--- src/rtl/sub_div_recover.sv ---
// Recovers A from Y = A*B + C: subtract C, then restoring division by B, one quotient bit per cycle.
// Reports divide-by-zero, underflow (Y < C) and quotient overflow alongside the result.
package params;
    localparam int DATA_WIDTH     = 8;
    localparam int DATA_OUT_WIDTH = 16;
endpackage

module sub_div_recover #(
    parameter int DATA_WIDTH     = params::DATA_WIDTH,
    parameter int DATA_OUT_WIDTH = params::DATA_OUT_WIDTH
) (
    input  logic                      clk,
    input  logic                      rst_n,
    input  logic                      in_valid,
    output logic                      in_ready,
    input  logic [DATA_OUT_WIDTH-1:0] DATA_IN,
    input  logic [DATA_WIDTH-1:0]     B,
    input  logic [DATA_WIDTH-1:0]     C,
    output logic                      out_valid,
    input  logic                      out_ready,
    output logic [DATA_WIDTH-1:0]     A_OUT,
    output logic [DATA_WIDTH-1:0]     REM_OUT,
    output logic                      err_div0,
    output logic                      err_under,
    output logic                      err_ovf
);

    localparam int CW = $clog2(DATA_OUT_WIDTH + 1);

    typedef enum logic [1:0] {IDLE, SUB, DIV, DONE} state_t;

    state_t                      state_q, state_d;
    logic [DATA_OUT_WIDTH-1:0]   y_q, y_d;
    logic [DATA_WIDTH-1:0]       b_q, b_d;
    logic [DATA_WIDTH-1:0]       c_q, c_d;
    logic [DATA_OUT_WIDTH-1:0]   quo_q, quo_d;
    logic [DATA_WIDTH-1:0]       rem_q, rem_d;
    logic [CW-1:0]               cnt_q, cnt_d;
    logic [DATA_WIDTH-1:0]       a_q, a_d;
    logic [DATA_WIDTH-1:0]       r_q, r_d;
    logic                        div0_q, div0_d;
    logic                        under_q, under_d;
    logic                        ovf_q, ovf_d;

    logic [DATA_OUT_WIDTH-1:0]   c_ext;
    logic [DATA_OUT_WIDTH-1:0]   sub_res;
    logic                        sub_under;
    logic [DATA_WIDTH:0]         trial;
    logic                        trial_ge;
    logic [DATA_WIDTH-1:0]       rem_step;
    logic [DATA_OUT_WIDTH-1:0]   quo_step;

    // quo_q doubles as the dividend shift register: dividend bits leave at the top,
    // quotient bits enter at the bottom, so after the last step it holds Q.
    always_comb begin
        c_ext     = {{(DATA_OUT_WIDTH - DATA_WIDTH){1'b0}}, c_q};
        sub_res   = y_q - c_ext;
        sub_under = y_q < c_ext;
        trial     = {rem_q, quo_q[DATA_OUT_WIDTH-1]};
        trial_ge  = trial >= {1'b0, b_q};
        rem_step  = trial_ge ? (trial[DATA_WIDTH-1:0] - b_q) : trial[DATA_WIDTH-1:0];
        quo_step  = {quo_q[DATA_OUT_WIDTH-2:0], trial_ge};
    end

    always_comb begin
        state_d = state_q;
        y_d     = y_q;
        b_d     = b_q;
        c_d     = c_q;
        quo_d   = quo_q;
        rem_d   = rem_q;
        cnt_d   = cnt_q;
        a_d     = a_q;
        r_d     = r_q;
        div0_d  = div0_q;
        under_d = under_q;
        ovf_d   = ovf_q;
        case (state_q)
            IDLE: begin
                if (in_valid) begin
                    y_d     = DATA_IN;
                    b_d     = B;
                    c_d     = C;
                    state_d = SUB;
                end
            end
            SUB: begin
                if (b_q == '0) begin
                    div0_d  = 1'b1;
                    a_d     = '1;
                    r_d     = '0;
                    ovf_d   = 1'b0;
                    state_d = DONE;
                end else if (sub_under) begin
                    under_d = 1'b1;
                    a_d     = '0;
                    r_d     = '0;
                    ovf_d   = 1'b0;
                    state_d = DONE;
                end else begin
                    quo_d   = sub_res;
                    rem_d   = '0;
                    cnt_d   = '0;
                    state_d = DIV;
                end
            end
            DIV: begin
                quo_d = quo_step;
                rem_d = rem_step;
                cnt_d = cnt_q + 1'b1;
                if (cnt_q == CW'(DATA_OUT_WIDTH - 1)) begin
                    a_d     = quo_step[DATA_WIDTH-1:0];
                    r_d     = rem_step;
                    ovf_d   = |quo_step[DATA_OUT_WIDTH-1:DATA_WIDTH];
                    state_d = DONE;
                end
            end
            DONE: begin
                if (out_ready) begin
                    div0_d  = 1'b0;
                    under_d = 1'b0;
                    ovf_d   = 1'b0;
                    state_d = IDLE;
                end
            end
            default: state_d = IDLE;
        endcase
    end

    always_ff @(posedge clk or negedge rst_n) begin
        if (!rst_n) begin
            state_q <= IDLE;
            y_q     <= '0;
            b_q     <= '0;
            c_q     <= '0;
            quo_q   <= '0;
            rem_q   <= '0;
            cnt_q   <= '0;
            a_q     <= '0;
            r_q     <= '0;
            div0_q  <= 1'b0;
            under_q <= 1'b0;
            ovf_q   <= 1'b0;
        end else begin
            state_q <= state_d;
            y_q     <= y_d;
            b_q     <= b_d;
            c_q     <= c_d;
            quo_q   <= quo_d;
            rem_q   <= rem_d;
            cnt_q   <= cnt_d;
            a_q     <= a_d;
            r_q     <= r_d;
            div0_q  <= div0_d;
            under_q <= under_d;
            ovf_q   <= ovf_d;
        end
    end

    assign in_ready  = (state_q == IDLE);
    assign out_valid = (state_q == DONE);
    assign A_OUT     = a_q;
    assign REM_OUT   = r_q;
    assign err_div0  = div0_q;
    assign err_under = under_q;
    assign err_ovf   = ovf_q;

endmodule

--- config.mk ---
export PLATFORM = sky130hd
export DESIGN_NAME = sub_div_recover
export DESIGN_NICKNAME = d
export VERILOG_FILES = /design/src/rtl/sub_div_recover.sv
export SDC_FILE = /design/constraint.sdc
export NUM_CORES = 1
export LEC_CHECK = 0
export ABC_AREA = 1
export BUFFER_PORTS_ARGS = -buffer_cell sky130_fd_sc_hd__buf_4
export CORE_UTILIZATION = 50
export DETAILED_ROUTE_END_ITERATION = 16
export PLACE_DENSITY = 0.7
export REMOVE_ABC_BUFFERS = 1
export SLEW_MARGIN = 20
export SYNTH_ARGS = -nofsm -noshare
export SYNTH_HDL_FRONTEND = slang
export SYNTH_SLANG_ARGS = --single-unit
--- constraint.sdc ---
create_clock -name clk -period 3.6 [get_ports clk]
set_clock_uncertainty 0.05 [all_clocks]
set_input_delay 0.18 -clock clk [delete_from_list [all_inputs] [get_ports clk]]
set_output_delay 0.18 -clock clk [all_outputs]
set_load 0.005 [all_outputs]
Word-level counts from Yosys, hierarchy flattened
Index checks and enable logic that the tools add are counted.

word-level totals
  flip-flop bits (word level) = 82
  latch bits = 0
  memory bits (writable) = 0
  memory bits (read-only) = 0
  output and inout bits = 21
  word-level logic and storage cells = 75
  memories kept = 0

cells by class
  add/subtract/negate cells = 3
  multiply operators = 0
  divide/modulo/power cells = 0
  $lt $le $gt $ge = 2
  equality and inequality tests = 12
  shift-type cells = 0
  mux-type cells = 33
  bitwise operators = 0
  reductions and logical operators = 13

operators by type and width
  cell                 number
  $mux 8               8
  $pmux 8 s2           3
  $mux 16              2
  $pmux 16 s2          1
  $lt 16x8->1          1
  $sub 16x8->16        1
  $ne 2x2->1 const B   6
  $reduce_and 3->1     4
  $mux 5               2
  $pmux 5 s2           1
  $ge 9x8->1           1
  $mux 1               9
  $logic_not 8->1      1
  $pmux 2 s4           1
  $reduce_and 4->1     2
  $reduce_or 8->1      1
  $sub 8x8->8          1
  $mux 2               3
  $add 5x1->5 const B  1
  $eq 5x4->1 const B   1
  $eq 2x2->1 const B   2
  $pmux 1 s2           2
  $reduce_bool 2->1    2
  $ne 3x3->1 const B   1
  6 further kinds      6

Longest topological paths before layout
  depth after elaboration = 4
  gate-level depth with buffers = 14
  mapped depth without buffers = 14

Worst setup path after synthesis
Ideal clock, no wire load.

  path type = register to register
  from = register y_q[0]
  to = register r_q[7], in the netlist REM_OUT[7]
  data arrival time = 1.805 ns
  required time = 3.433 ns
  slack = 1.628 ns
  cell stages (with the launch flop) = 15
  cell sequence = dfrtp_1 -> inv_1 -> ha_1 -> fa_1 -> inv_1 -> nand2_1 -> nand2_1 -> nand3_4 -> nand3_2 -> nand2_2 -> nand2_4 -> inv_4 -> buf_6 -> nand3_2 -> nand2_1

on the way
  longest elaborated chain between the ends = 3

RTL lines
  what                        RTL line  text
  from (decl)                 33        logic [DATA_OUT_WIDTH-1:0] y_q, y_d;
  from (signal assigned)      146       y_q <= y_d;
  $lt 16x8->1                 58        sub_under = y_q < c_ext;
  $ne 3x3->1 (no line)        --
  $reduce_and 3->1 (no line)  --
  to (signal assigned)        153       r_q <= r_d;
  to (decl)                   40        logic [DATA_WIDTH-1:0] r_q, r_d;

No other way between the ends.
A chain may end at the register's enable or synchronous reset.

Worst setup path after layout
  from = register y_q[0]
  to = register cnt_q[4]

on the way
  longest elaborated chain between the ends = 3

RTL lines
  what                        RTL line  text
  $lt 16x8->1                 58
  $ne 2x2->1 (no line)        --
  $reduce_and 3->1 (no line)  --
  to (signal assigned)        151       cnt_q <= cnt_d;
  to (decl)                   38        logic [CW-1:0] cnt_q, cnt_d;

No other way between the ends.

==> results.md <==
- M1 wire length: 5.71 mm
- Most common flop cell mapped by yosys: dfrtp_1
- Die Y-Extent: 101 um
- Synth top area share: 0.415
- Final min period: 2410 ps
- Initial DRC Count: 286
- Metal2 WL: 5.29 mm
- Dominant cells by area after synthesis: dfrtp_1 41%, nand2_1 17%, nand3_1 6.0%, ha_1 5.6%, nor2_1 5.4%
- Seq cells post-synth: 82
- Max_slew headroom: 0.418
- Post-synth top area cell: dfrtp_1
- Peak fanout along the critical path: 33
- Area Growth Syn to Fin: 15.2%
- CTS Buf Count: 9
- Ant. Diodes: 0
- Util after Layout: 0.605
- Fin. Hold Viols: 0
- Startpoint Class: flop
- MaxCap Viol Count: 0
- DR pass1 iterations: 5
- Die area: 10300 sq um
- Routed Antenna Nets: 0
- Site Rows: 35
- RSZ-0062 raised after global routing: no
- Grt ovf: 0
- Post-Place Setup Slack: 1220 ps
- Status: finished, final reports clean
- Sequential cell area fraction in the yosys report: 0.415
- Via count: 4477
- Hold WC Path Type: in2reg
- Post-Syn Area: 4950 sq um
- Slew Limit Fails: 0
- Setup violations, final: 0
- Slew @ Worst Pin: 870 ps
- Via density: 5.17
- Clock Latency Late Sink: 360 ps
- DRC viols: 0
- Layout cells sized above 1: 0.141
- Final nets: 793
- CTS max path bufs: 2
- Syn Area/Cell: 7.33 sq um
- Cells after synthesis: 675
- Total Wirelength: 11.5 mm
- Setup WS post-layout: 1190 ps
- Top Metal Used: met4
- H-tree depth: 3
- Synth Warn #: 0
- Clock Tree Root: clkbuf_8
- Starting Density: 0.526
- First-pass GRT wire length: 20.0 mm
- DR WL/cell: 13.3 um
- Max Clock Freq: 414 MHz
- Core Region: 9420 sq um
- Ys async rst share: 1.00
- CTS sink count: 82
- CP required: 3790 ps
- Total GRT Usage: 0.250
- EDFF count, synth: 0
- Worst-path clk slew: 90 ps
- Initial antenna violation count: 0
- Ports: 57
- CP Class: reg2reg
- Dpl hpwl: 8.40 mm
- Final estimated routing congestion in global placement: 0.898
- Peak supply drop: 0.444 mV
- Post-synth top cells: 229 x nand2_1, 82 x dfrtp_1, 71 x nor2_1, 70 x inv_1, 59 x nand3_1
- Critical Path AT: 2610 ps
- CTS tree: yes
- Fill cells: 916
- CP endpoint kind: flop
- Largest net degree at the start of global routing: 83
- Final period utilization: 0.671
- Top-count cell post-synth: nand2_1
- Leak: 0.00308 uW
- Netlist cell types: 39
- Setup bufs post-CTS: 0
- Number of global-route vias before repair: 4238
- Die X: 101 um
- IO buf count: 56
- Setup_tns: 0 ps
- Routed wl met3: 446 um
- Cell Pwr Density: 837 nW/um^2
worst max-delay path, stage by stage (launching register included):
cell and delay, ps:
dfrtp_1 330, inv_1 50, ha_1 210, fa_1 360, inv_1 120, nand2_1 80
nand2_1 120, nand3_4 120, nand4_2 160, nand2_2 380, nand2_1 190, o21ai_0 110
cell type report:
| cell class | count | area [sq um] | area share |
|---|---|---|---|
| multi-input cells | 501 | 2500 | 0.439 |
| flip-flops and latches | 82 | 2050 | 0.360 |
| repair buffers | 66 | 517 | 0.0906 |
| clock buffers | 10 | 128 | 0.0224 |
| inverters | 73 | 277 | 0.0485 |
| clock inverters | 5 | 63.8 | 0.0112 |
| well taps | 129 | 161 | 0.0283 |
sequential cells by signal, indices dropped and copies added, names as in the netlist, 2 cells and up:
name,count
quo_q,16
y_q,16
A_OUT,8
REM_OUT,8
b_q,8
c_q,8
rem_q,8
cnt_q,5
state_q,2
final timing paths:
check / slack [ps] / depth (start not counted) / startpoint / end
worst max-delay path: 1190 / 11 / y_q[0]$_DFFE_PN0P_ / cnt_q[4]$_DFFE_PN0P_
worst min-delay path: 6 / 3 / DATA_IN[9] / y_q[9]$_DFFE_PN0P_
worst max register to register: 1190 / 11 / y_q[0]$_DFFE_PN0P_ / cnt_q[4]$_DFFE_PN0P_
worst min register to register: 440 / 2 / REM_OUT[3]$_DFFE_PN0P_ / REM_OUT[3]$_DFFE_PN0P_
max in group asynchronous: 2610 / 2 / rst_n / c_q[5]$_DFFE_PN0P_
min in group asynchronous: 380 / 2 / rst_n / REM_OUT[7]$_DFFE_PN0P_
cells by family after synthesis:
kind of cell / share of synthesized area
flops: 0.415
mux: 0.0205
xor+xnor: 0.00708
compound gates: 0.0726
simple gates: 0.341
buf+inv: 0.0801
fa+ha+maj: 0.0637
metal layers:
layer,vias up,global-route usage
li1,2267,-
met1,2095,0.357
met2,105,0.404
met3,10,0.0352
met4,0,0.0569
met5,-,0
cell usage in the layout (no fill, tap or decap), types with 2 or more instances in the layout:
cell / instances
nand4_1: 8
xnor2_1: 3
nor2_2: 4
clkbuf_8: 9
inv_1: 70
nor4_1: 2
nor2_1: 71
nand3_1: 59
o21ai_1: 8
dlygate4sd3_1: 7
dfrtp_1: 82
o21ai_0: 19
nand2_1: 228
buf_4: 58
ha_1: 22
or2_2: 4
fa_1: 2
nand3_2: 3
a21oi_1: 35
o22ai_1: 3
mux2_2: 9
nand3b_1: 2
o21a_1: 2
nor2_4: 2
inv_6: 2
nand2_2: 4
nor3_1: 3
stage by stage:
| step | instances | instance area, sq um | power (uW) | hold slack, ps |
|---|---|---|---|---|
| 2_1_floorplan | 656 | 4830 | 3360 | -166 |
| 3_3_place_gp | 844 | 5440 | 4010 | 363 |
| 3_5_place_dp | 844 | 5440 | 4070 | 369 |
| 4_1_cts | 865 | 5690 | 4780 | 0.476 |
| 5_1_grt | 866 | 5700 | 5260 | 3.71 |
| 6_report | 866 | 5700 | 4770 | 5.85 |
power by group:
group | internal (uW) | switching [uW] | leakage [uW]
sequential | 1270 | 218 | 0.00101
combinational | 930 | 1670 | 0.00197
clock | 324 | 363 | 0.0000934
total | 2520 | 2250 | 0.00308
repair_timing:
action,4_1_cts,5_1_grt
resized for setup,0,0
hold buffers,6,1
hold endpoints to repair,52,1
Note: power is estimated with default switching activity, not from simulation.
